### config.mk
export PLATFORM = sky130hd
export DESIGN_NAME = mem_access
export DESIGN_NICKNAME = d
export VERILOG_FILES = /design/src/rtl/mem_access_pkg.sv /design/src/rtl/mem_access_lsu_align.sv /design/src/rtl/mem_access.sv
export SDC_FILE = /design/constraint.sdc
export NUM_CORES = 1
export LEC_CHECK = 0
export CAP_MARGIN = 20
export CORE_AREA = 3 3 98 109
export CTS_CLUSTER_DIAMETER = 30
export CTS_CLUSTER_SIZE = 25
export DETAILED_ROUTE_END_ITERATION = 12
export DIE_AREA = 0 0 101 112
export DONT_BUFFER_PORTS = 1
export GPL_ROUTABILITY_DRIVEN = 0
export PLACE_DENSITY_LB_ADDON = 0.2
export SLEW_MARGIN = 20
export SYNTH_ARGS = -nofsm -noshare
export SYNTH_HDL_FRONTEND = slang
export SYNTH_SLANG_ARGS = --single-unit
### constraint.sdc
create_clock -name clk_i -period 4 [get_ports clk_i]
set_input_delay 1.2 -clock clk_i [delete_from_list [all_inputs] [get_ports clk_i]]
set_output_delay 1.2 -clock clk_i [all_outputs]
set_load 0.01 [all_outputs]
### src/rtl/mem_access_pkg.sv
// ---------------------------------------------------------------------------
// mem_access_pkg
// Shared core definitions for the memory-access (MEM) pipeline stage:
//   mem_oper_t  - memory operation carried in the EX/MEM register
//   mem_state_t - bus-access FSM state of the MEM stage
//   BUBBLE_*    - values loaded into the MEM/WB register for a bubble
// Helper functions classify an operation and detect misalignment.
// ---------------------------------------------------------------------------
package mem_access_pkg;

    typedef enum logic [3:0] {
        MEM_NOP = 4'd0,
        MEM_LB  = 4'd1,
        MEM_LBU = 4'd2,
        MEM_LH  = 4'd3,
        MEM_LHU = 4'd4,
        MEM_LW  = 4'd5,
        MEM_SB  = 4'd6,
        MEM_SH  = 4'd7,
        MEM_SW  = 4'd8
    } mem_oper_t;

    typedef enum logic [1:0] {
        MS_IDLE = 2'd0,  // no access outstanding
        MS_REQ  = 2'd1,  // request on the bus, not yet granted
        MS_RESP = 2'd2   // load granted, waiting for rvalid
    } mem_state_t;

    localparam logic        BUBBLE_WB_USE_MEM = 1'b0;
    localparam logic        BUBBLE_WRITE_RD   = 1'b0;
    localparam logic [4:0]  BUBBLE_RD_ADDR    = 5'd0;
    localparam logic [31:0] BUBBLE_DATA       = 32'd0;

    function automatic logic op_is_load(input mem_oper_t op);
        return (op == MEM_LB) || (op == MEM_LBU) || (op == MEM_LH) ||
               (op == MEM_LHU) || (op == MEM_LW);
    endfunction

    function automatic logic op_is_store(input mem_oper_t op);
        return (op == MEM_SB) || (op == MEM_SH) || (op == MEM_SW);
    endfunction

    // Halfword needs addr[0]=0, word needs addr[1:0]=0.
    function automatic logic op_misaligned(input mem_oper_t op, input logic [1:0] off);
        logic half;
        logic word;
        half = (op == MEM_LH) || (op == MEM_LHU) || (op == MEM_SH);
        word = (op == MEM_LW) || (op == MEM_SW);
        return (half && off[0]) || (word && (off != 2'b00));
    endfunction

endpackage

### src/rtl/mem_access_lsu_align.sv
// ---------------------------------------------------------------------------
// lsu_align
// Purely combinational lane steering for the MEM stage.
//   i_oper       - memory operation
//   i_off        - byte offset within the word (address bits [1:0])
//   i_store_data - rs2 store data
//   i_rdata      - load word from the data bus
//   o_be         - byte enables (stores by size/offset, loads all four)
//   o_wdata      - store data replicated across the byte lanes
//   o_load_data  - extracted and sign/zero-extended load result, 0 for non-loads
// ---------------------------------------------------------------------------
module lsu_align
    import mem_access_pkg::*;
(
    input  mem_oper_t   i_oper,
    input  logic [1:0]  i_off,
    input  logic [31:0] i_store_data,
    input  logic [31:0] i_rdata,
    output logic [3:0]  o_be,
    output logic [31:0] o_wdata,
    output logic [31:0] o_load_data
);

    logic [7:0]  w_byte;
    logic [15:0] w_half;

    always_comb begin
        o_be    = 4'b1111;
        o_wdata = i_store_data;
        case (i_oper)
            MEM_SB: begin
                o_be    = 4'b0001 << i_off;
                o_wdata = {4{i_store_data[7:0]}};
            end
            MEM_SH: begin
                // Only off[1] selects the half; off[0] is ignored here.
                o_be    = i_off[1] ? 4'b1100 : 4'b0011;
                o_wdata = {2{i_store_data[15:0]}};
            end
            default: ;
        endcase
    end

    always_comb begin
        w_byte = i_rdata[7:0];
        case (i_off)
            2'd1:    w_byte = i_rdata[15:8];
            2'd2:    w_byte = i_rdata[23:16];
            2'd3:    w_byte = i_rdata[31:24];
            default: w_byte = i_rdata[7:0];
        endcase
        w_half = i_off[1] ? i_rdata[31:16] : i_rdata[15:0];

        o_load_data = 32'd0;
        case (i_oper)
            MEM_LB:  o_load_data = {{24{w_byte[7]}}, w_byte};
            MEM_LBU: o_load_data = {24'd0, w_byte};
            MEM_LH:  o_load_data = {{16{w_half[15]}}, w_half};
            MEM_LHU: o_load_data = {16'd0, w_half};
            MEM_LW:  o_load_data = i_rdata;
            default: o_load_data = 32'd0;
        endcase
    end

endmodule

### src/rtl/mem_access.sv
// ---------------------------------------------------------------------------
// mem_access
// MEM pipeline stage: drives the data-memory bus for loads/stores, stalls
// the pipeline while an access is outstanding, and holds the MEM/WB register.
// Build option: define MEM_MISALIGN_TRAP_EN to trap misaligned halfword/word
// accesses (no bus request, one-cycle misaligned_o pulse, bubble to WB).
//
// Ports
//   clk_i, rstn_i              clock, asynchronous active-low reset
//   alu_result_i, store_data_i address and store data from EX/MEM
//   mem_oper_i                 memory operation from EX/MEM
//   wb_use_mem_i, write_rd_i, rd_addr_i  WB controls from EX/MEM
//   flush_i                    load a bubble into MEM/WB
//   dmem_*                     data-memory bus
//     handshake: dmem_req_o with we/be/addr/wdata is held stable until a
//     cycle with dmem_gnt_i=1, which accepts it; a granted load returns its
//     word in a later cycle with dmem_rvalid_i=1 (never in the gnt cycle).
//   mem_busy_o                 stall request: the access does not finish now
//   misaligned_o               misaligned-access pulse (trap build only)
//   wb_use_mem_o, write_rd_o, rd_addr_o, alu_result_o, load_data_o  MEM/WB
//   dbg_state_o                current FSM state
// ---------------------------------------------------------------------------
module mem_access
    import mem_access_pkg::*;
(
    input  logic        clk_i,
    input  logic        rstn_i,
    input  logic [31:0] alu_result_i,
    input  logic [31:0] store_data_i,
    input  mem_oper_t   mem_oper_i,
    input  logic        wb_use_mem_i,
    input  logic        write_rd_i,
    input  logic [4:0]  rd_addr_i,
    input  logic        flush_i,
    output logic        dmem_req_o,
    output logic        dmem_we_o,
    output logic [3:0]  dmem_be_o,
    output logic [31:0] dmem_addr_o,
    output logic [31:0] dmem_wdata_o,
    input  logic        dmem_gnt_i,
    input  logic        dmem_rvalid_i,
    input  logic [31:0] dmem_rdata_i,
    output logic        mem_busy_o,
    output logic        misaligned_o,
    output logic        wb_use_mem_o,
    output logic        write_rd_o,
    output logic [4:0]  rd_addr_o,
    output logic [31:0] alu_result_o,
    output logic [31:0] load_data_o,
    output mem_state_t  dbg_state_o
);

    mem_state_t  r_state;
    logic        r_kill;

    logic        w_is_load;
    logic        w_is_store;
    logic        w_access;
    logic        w_trap;
    logic        w_req;
    logic        w_busy;
    logic        w_bubble;
    logic [3:0]  w_be;
    logic [31:0] w_wdata;
    logic [31:0] w_load_data;

    assign w_is_load  = op_is_load(mem_oper_i);
    assign w_is_store = op_is_store(mem_oper_i);
    assign w_access   = w_is_load || w_is_store;

`ifdef MEM_MISALIGN_TRAP_EN
    assign w_trap = (r_state == MS_IDLE) && op_misaligned(mem_oper_i, alu_result_i[1:0]);
`else
    assign w_trap = 1'b0;
`endif

    // The EX/MEM register is frozen by mem_busy_o, so the bus fields stay
    // stable while waiting for gnt simply by being driven from its outputs.
    // Everything is gated by rstn_i so reset clears the bus at once.
    assign w_req = rstn_i && (((r_state == MS_IDLE) && w_access && !w_trap) ||
                              (r_state == MS_REQ));

    always_comb begin
        w_busy = 1'b0;
        case (r_state)
            MS_IDLE: w_busy = w_access && !w_trap && !(w_is_store && dmem_gnt_i);
            MS_REQ:  w_busy = !(w_is_store && dmem_gnt_i);
            MS_RESP: w_busy = !dmem_rvalid_i;
            default: w_busy = 1'b0;
        endcase
        if (!rstn_i) begin
            w_busy = 1'b0;
        end
    end

    lsu_align u_lsu_align (
        .i_oper       (mem_oper_i),
        .i_off        (alu_result_i[1:0]),
        .i_store_data (store_data_i),
        .i_rdata      (dmem_rdata_i),
        .o_be         (w_be),
        .o_wdata      (w_wdata),
        .o_load_data  (w_load_data)
    );

    assign dmem_req_o   = w_req;
    assign dmem_we_o    = w_req && w_is_store;
    assign dmem_be_o    = w_req ? w_be : 4'd0;
    assign dmem_addr_o  = w_req ? {alu_result_i[31:2], 2'b00} : 32'd0;
    assign dmem_wdata_o = (w_req && w_is_store) ? w_wdata : 32'd0;
    assign mem_busy_o   = w_busy;
    assign misaligned_o = rstn_i && w_trap;
    assign dbg_state_o  = r_state;

    always_ff @(posedge clk_i or negedge rstn_i) begin
        if (!rstn_i) begin
            r_state <= MS_IDLE;
        end else begin
            case (r_state)
                MS_IDLE: begin
                    if (w_req) begin
                        if (!dmem_gnt_i)    r_state <= MS_REQ;
                        else if (w_is_load) r_state <= MS_RESP;
                        else                r_state <= MS_IDLE;
                    end
                end
                MS_REQ: begin
                    if (dmem_gnt_i) r_state <= w_is_load ? MS_RESP : MS_IDLE;
                end
                MS_RESP: begin
                    if (dmem_rvalid_i) r_state <= MS_IDLE;
                end
                default: r_state <= MS_IDLE;
            endcase
        end
    end

    // A flush seen while the access is still stalled must also kill its
    // eventual writeback; remember it until the access completes.
    always_ff @(posedge clk_i or negedge rstn_i) begin
        if (!rstn_i) begin
            r_kill <= 1'b0;
        end else begin
            r_kill <= w_busy && (r_kill || flush_i);
        end
    end

    assign w_bubble = w_busy || w_trap || flush_i || r_kill;

    always_ff @(posedge clk_i or negedge rstn_i) begin
        if (!rstn_i) begin
            wb_use_mem_o <= BUBBLE_WB_USE_MEM;
            write_rd_o   <= BUBBLE_WRITE_RD;
            rd_addr_o    <= BUBBLE_RD_ADDR;
            alu_result_o <= BUBBLE_DATA;
            load_data_o  <= BUBBLE_DATA;
        end else if (w_bubble) begin
            wb_use_mem_o <= BUBBLE_WB_USE_MEM;
            write_rd_o   <= BUBBLE_WRITE_RD;
            rd_addr_o    <= BUBBLE_RD_ADDR;
            alu_result_o <= BUBBLE_DATA;
            load_data_o  <= BUBBLE_DATA;
        end else begin
            wb_use_mem_o <= wb_use_mem_i;
            write_rd_o   <= write_rd_i;
            rd_addr_o    <= rd_addr_i;
            alu_result_o <= alu_result_i;
            load_data_o  <= w_load_data;
        end
    end

endmodule

==> results.env <==
RSZ0062_AT_GRT='no'
MAX_SLEW_VIOLATION_COUNT=0
MULTI_INPUT_GATE_AREA_IN_THE_FINAL_LAYOUT_MM2=0.00183
CTSHOLDBUFFERS=0
DESIGN.DIE.AREA_MM2=0.0113
FINAL_UTIL_PCT=44.0
CLK_PIN_SLEW_PS=70
SYNTHDOMINANTCELLAREASHARE_PCT=48.4
VIAS_PER_CELL=5.67
GR-TOTAL-OVERFLOW=0
DRT.ANTENNA.VIOLATING_NETS=0
YOSYSMOSTFREQUENTCELL='and2_1'
TIMING.FINAL.SETUP_VIOLATIONS=0
DIEHEIGHT_UM=112
AREA_GROWTH_SYN_TO_LAYOUT_PCT=12.8
CRITICAL_PATH.N_BUFFERS_INVERTERS=1
TIMING_HOLD_VIOLATIONS_FINAL=0
POSTCTSSETUPREPAIRBUFS=0
SYNTH_AREA_LEADER_CELL='dfrtp_1'
PATH_DELAY_FAMILY='simple AND/OR/NAND/NOR gates'
WORST_SETUP_EP_TYPE='primary output'
STORAGE_CELL_AREA_MM2=0.00185
GRT_ANTENNA_BEFORE_REPAIR=0
GRT_PASS1_WL_UM=16600
FINALSETUPTNS_PS=0
MAX-VDD-IR-DROP_V=0.000137
SYNTH_AREA_PER_CELL_UM2=9.24
PORT_BUF_INSERTS=0
CATEGORY_OF_THE_WORST_SETUP_PATH_LAUNCH_POINT='input port'
SYNTH.DISTINCT_CELLS=43
ANTENNA_DIODE_INSTANCE_COUNT=0
DRIVE_GT1_SHARE_PCT=14.6
PLACE.DETAILED.HPWL_UM=8260
FINALWORSTPATHREQUIREDPERIOD_PS=3890
DRC=0
POWER_PER_CELL_AREA_mW_PER_MM2=397
GRT_UTIL_ALL_LAYERS_PCT=18.8
VIA_COUNT=3126
START_UTIL_PCT=39.1
SYNTH-SEQ-CELLS=74
CRIT_SLOWEST_CELL='or4_4'
WORST_PIN_SLEW_PS=630
SYNTHESIS.AREA_MM2=0.00382
CRITICAL_PATH_PEAK_FANOUT=17
TOTAL_LEAKAGE_POWER_nW=1.93
COUNT_OF_FLIP_FLOPS_WITH_A_BUILT_IN_ENABLE_AFTER_SYNTHESIS=0
CRITICAL_PATH.CELL_CHAIN='or4_4 -> a21oi_2 -> nor2_2 -> nand2_1 -> inv_1 -> o21ai_0 -> nor2_1'
DETAILEDROUTE.FIRSTITERATIONVIOLATIONS=176
REG2REG_FROM='dbg_state_o[0]$_DFFE_PN0P_'
TRITONCTS='done'
CTS_BUFFERS=9
DESIGN.PORTCOUNT=257
DIEWIDTH_UM=101
HOLD_PATH_CLASS='in2async'
MAX_FREQ_MHz=257
CLOCK_PATH_BUFFERS=2
CELL_ROW_COUNT=38
SYNTH.YOSYS.SEQ_AREA_SHARE_PCT=48.4
GRT_PASS1_VIAS=3051
DRTPASS1ITERATIONS=7
WORST_SETUP_PATH_STARTPOINT='mem_oper_i[1]'
TIMING.SLEW.HEADROOM_PCT=57.9
STATUS='finished, final reports clean'
TIMING_WORST_SETUP_PATH_TYPE='in2out'
WORST_SKEW_PAIR_LATER_PIN_LATENCY_PS=350
SYNTHCELLS=414
LAYOUT.NETS=538
CTS_RESIZED=0
GRT_MAX_DEGREE=79
YS_TOP_CELLS_BY_COUNT='80 x and2_1, 74 x dfrtp_1, 59 x nand2_1'
CTS.SINKS=74
REQUIRED_PS=2800
FINCLKSKEW_PS=7.33
CORE_AREA_MM2=0.00979
CRIT_PATH_MAX_INCR_DELAY_PS=520
FILLER_CELL_COUNT=944
SYNTH_AREA_LEADERS='dfrtp_1 48%, and2_1 13%, nand2_1 5.8%, a21oi_1 5.1%, nor2_1 2.7%'
CLOCK-ROOT-BUFFER='clkbuf_8'
YOSYS_WARNINGS=0
SYNTH_FLOP_TYPE='dfrtp_1'
CP_DATA_ARRIVAL_TIME_PS=2690
WL_PER_CELL_UM=20.0
NUMBER_OF_MAXIMUM_CAPACITANCE_CONSTRAINT_VIOLATIONS=0
POSTSYNTH.ASYNCRESETSHARE_PCT=100
WL_UM=11000
FIN_CRIT_SH_PCT=97.2
HTREEDEPTH=3
-- report_power, final --
part           switching, mW  internal [mW]
clock network          0.274          0.386
logic                  0.124         0.0909
registers             0.0438          0.791
total                  0.442           1.27
-- flip-flops by register name, summed over array words and instances, names as in the netlist --
| signal | cells |
|---|---|
| alu_result_o | 32 |
| dbg_state_o | 2 |
| load_data_o | 32 |
| r_kill | 1 |
| rd_addr_o | 5 |
| wb_use_mem_o | 1 |
| write_rd_o | 1 |
-- placed cells by master, fill, tap and decap left out, types with 4 or more instances in the layout --
| cell type | instances |
|---|---|
| mux2i_1 | 7 |
| mux2_2 | 6 |
| and2_1 | 80 |
| o21ai_0 | 14 |
| a211oi_1 | 10 |
| nor3_1 | 5 |
| buf_4 | 33 |
| a31oi_1 | 7 |
| clkbuf_8 | 11 |
| nor2_1 | 28 |
| dfrtp_1 | 74 |
| a222oi_1 | 7 |
| nor2b_1 | 4 |
| nand2b_1 | 7 |
| a21oi_1 | 39 |
| nand2_1 | 59 |
-- worst paths after layout --
kind | slack [ps] | end | depth (start not counted)
worst min-delay path | 540 | load_data_o[25]$_DFF_PN0_ | 0
worst max register to register | 1980 | load_data_o[7]$_DFF_PN0_ | 6
worst max-delay path | 110 | dmem_wdata_o[15] | 7
max in group asynchronous | 3360 | alu_result_o[28]$_DFF_PN0_ | 0
min in group clk_i | 650 | dbg_state_o[0]$_DFFE_PN0P_ | 1
worst min register to register | 650 | dbg_state_o[0]$_DFFE_PN0P_ | 1
-- per-stage QoR --
step | hold slack [ps] | setup WS (ps) | total power, mW | instance area (µm²) | cells
final | 537 | 112 | 1.71 | 4310 | 551
after global routing | 518 | 24.1 | 1.79 | 4310 | 551
after floorplan | 548 | 91.1 | 1.03 | 3830 | 416
after CTS | 519 | 133 | 1.73 | 4310 | 551
after global placement | 622 | 162 | 1.07 | 4080 | 535
after detailed placement | 629 | 139 | 1.07 | 4080 | 535
-- per-layer routing --
metal / up-vias / part of all wire, % / global-route usage (%) / wire length (µm)
li1: 1436 / - / - / -
met1: 1455 / 36 / 21.0 / 3990
met2: 218 / 51 / 32.9 / 5610
met3: 17 / 11 / 5.64 / 1220
met4: 0 / 1.7 / 7.45 / 191
met5: - / 0 / 0 / 0
-- cell families after synthesis --
group | share of synthesized area (%)
flip-flops | 48.4
AO/OA/AOI/OAI | 14.9
multiplexers | 4.78
XOR/XNOR | 0.229
other | 0.0980
buffers and inverters | 4.35
AND/OR/NAND/NOR | 27.2
-- worst reg2reg max path, stage by stage, from the launching register on --
cell     delay, ps
dfrtp_1        490
a21oi_2        240
nor2_2          70
buf_4          230
a311o_1        400
buf_4          240
nor3_1         240
-- final cells by class --
type                       count  share of cell area, %
clock buffer                  12                   3.60
clock inverter                 4                   1.71
inverter                       1                 0.0870
multi-input combinational    307                   42.4
sequential                    74                   42.9
tap                          120                   3.48
timing repair buffer          33                   5.74
Power figures use the tool's default switching activity.
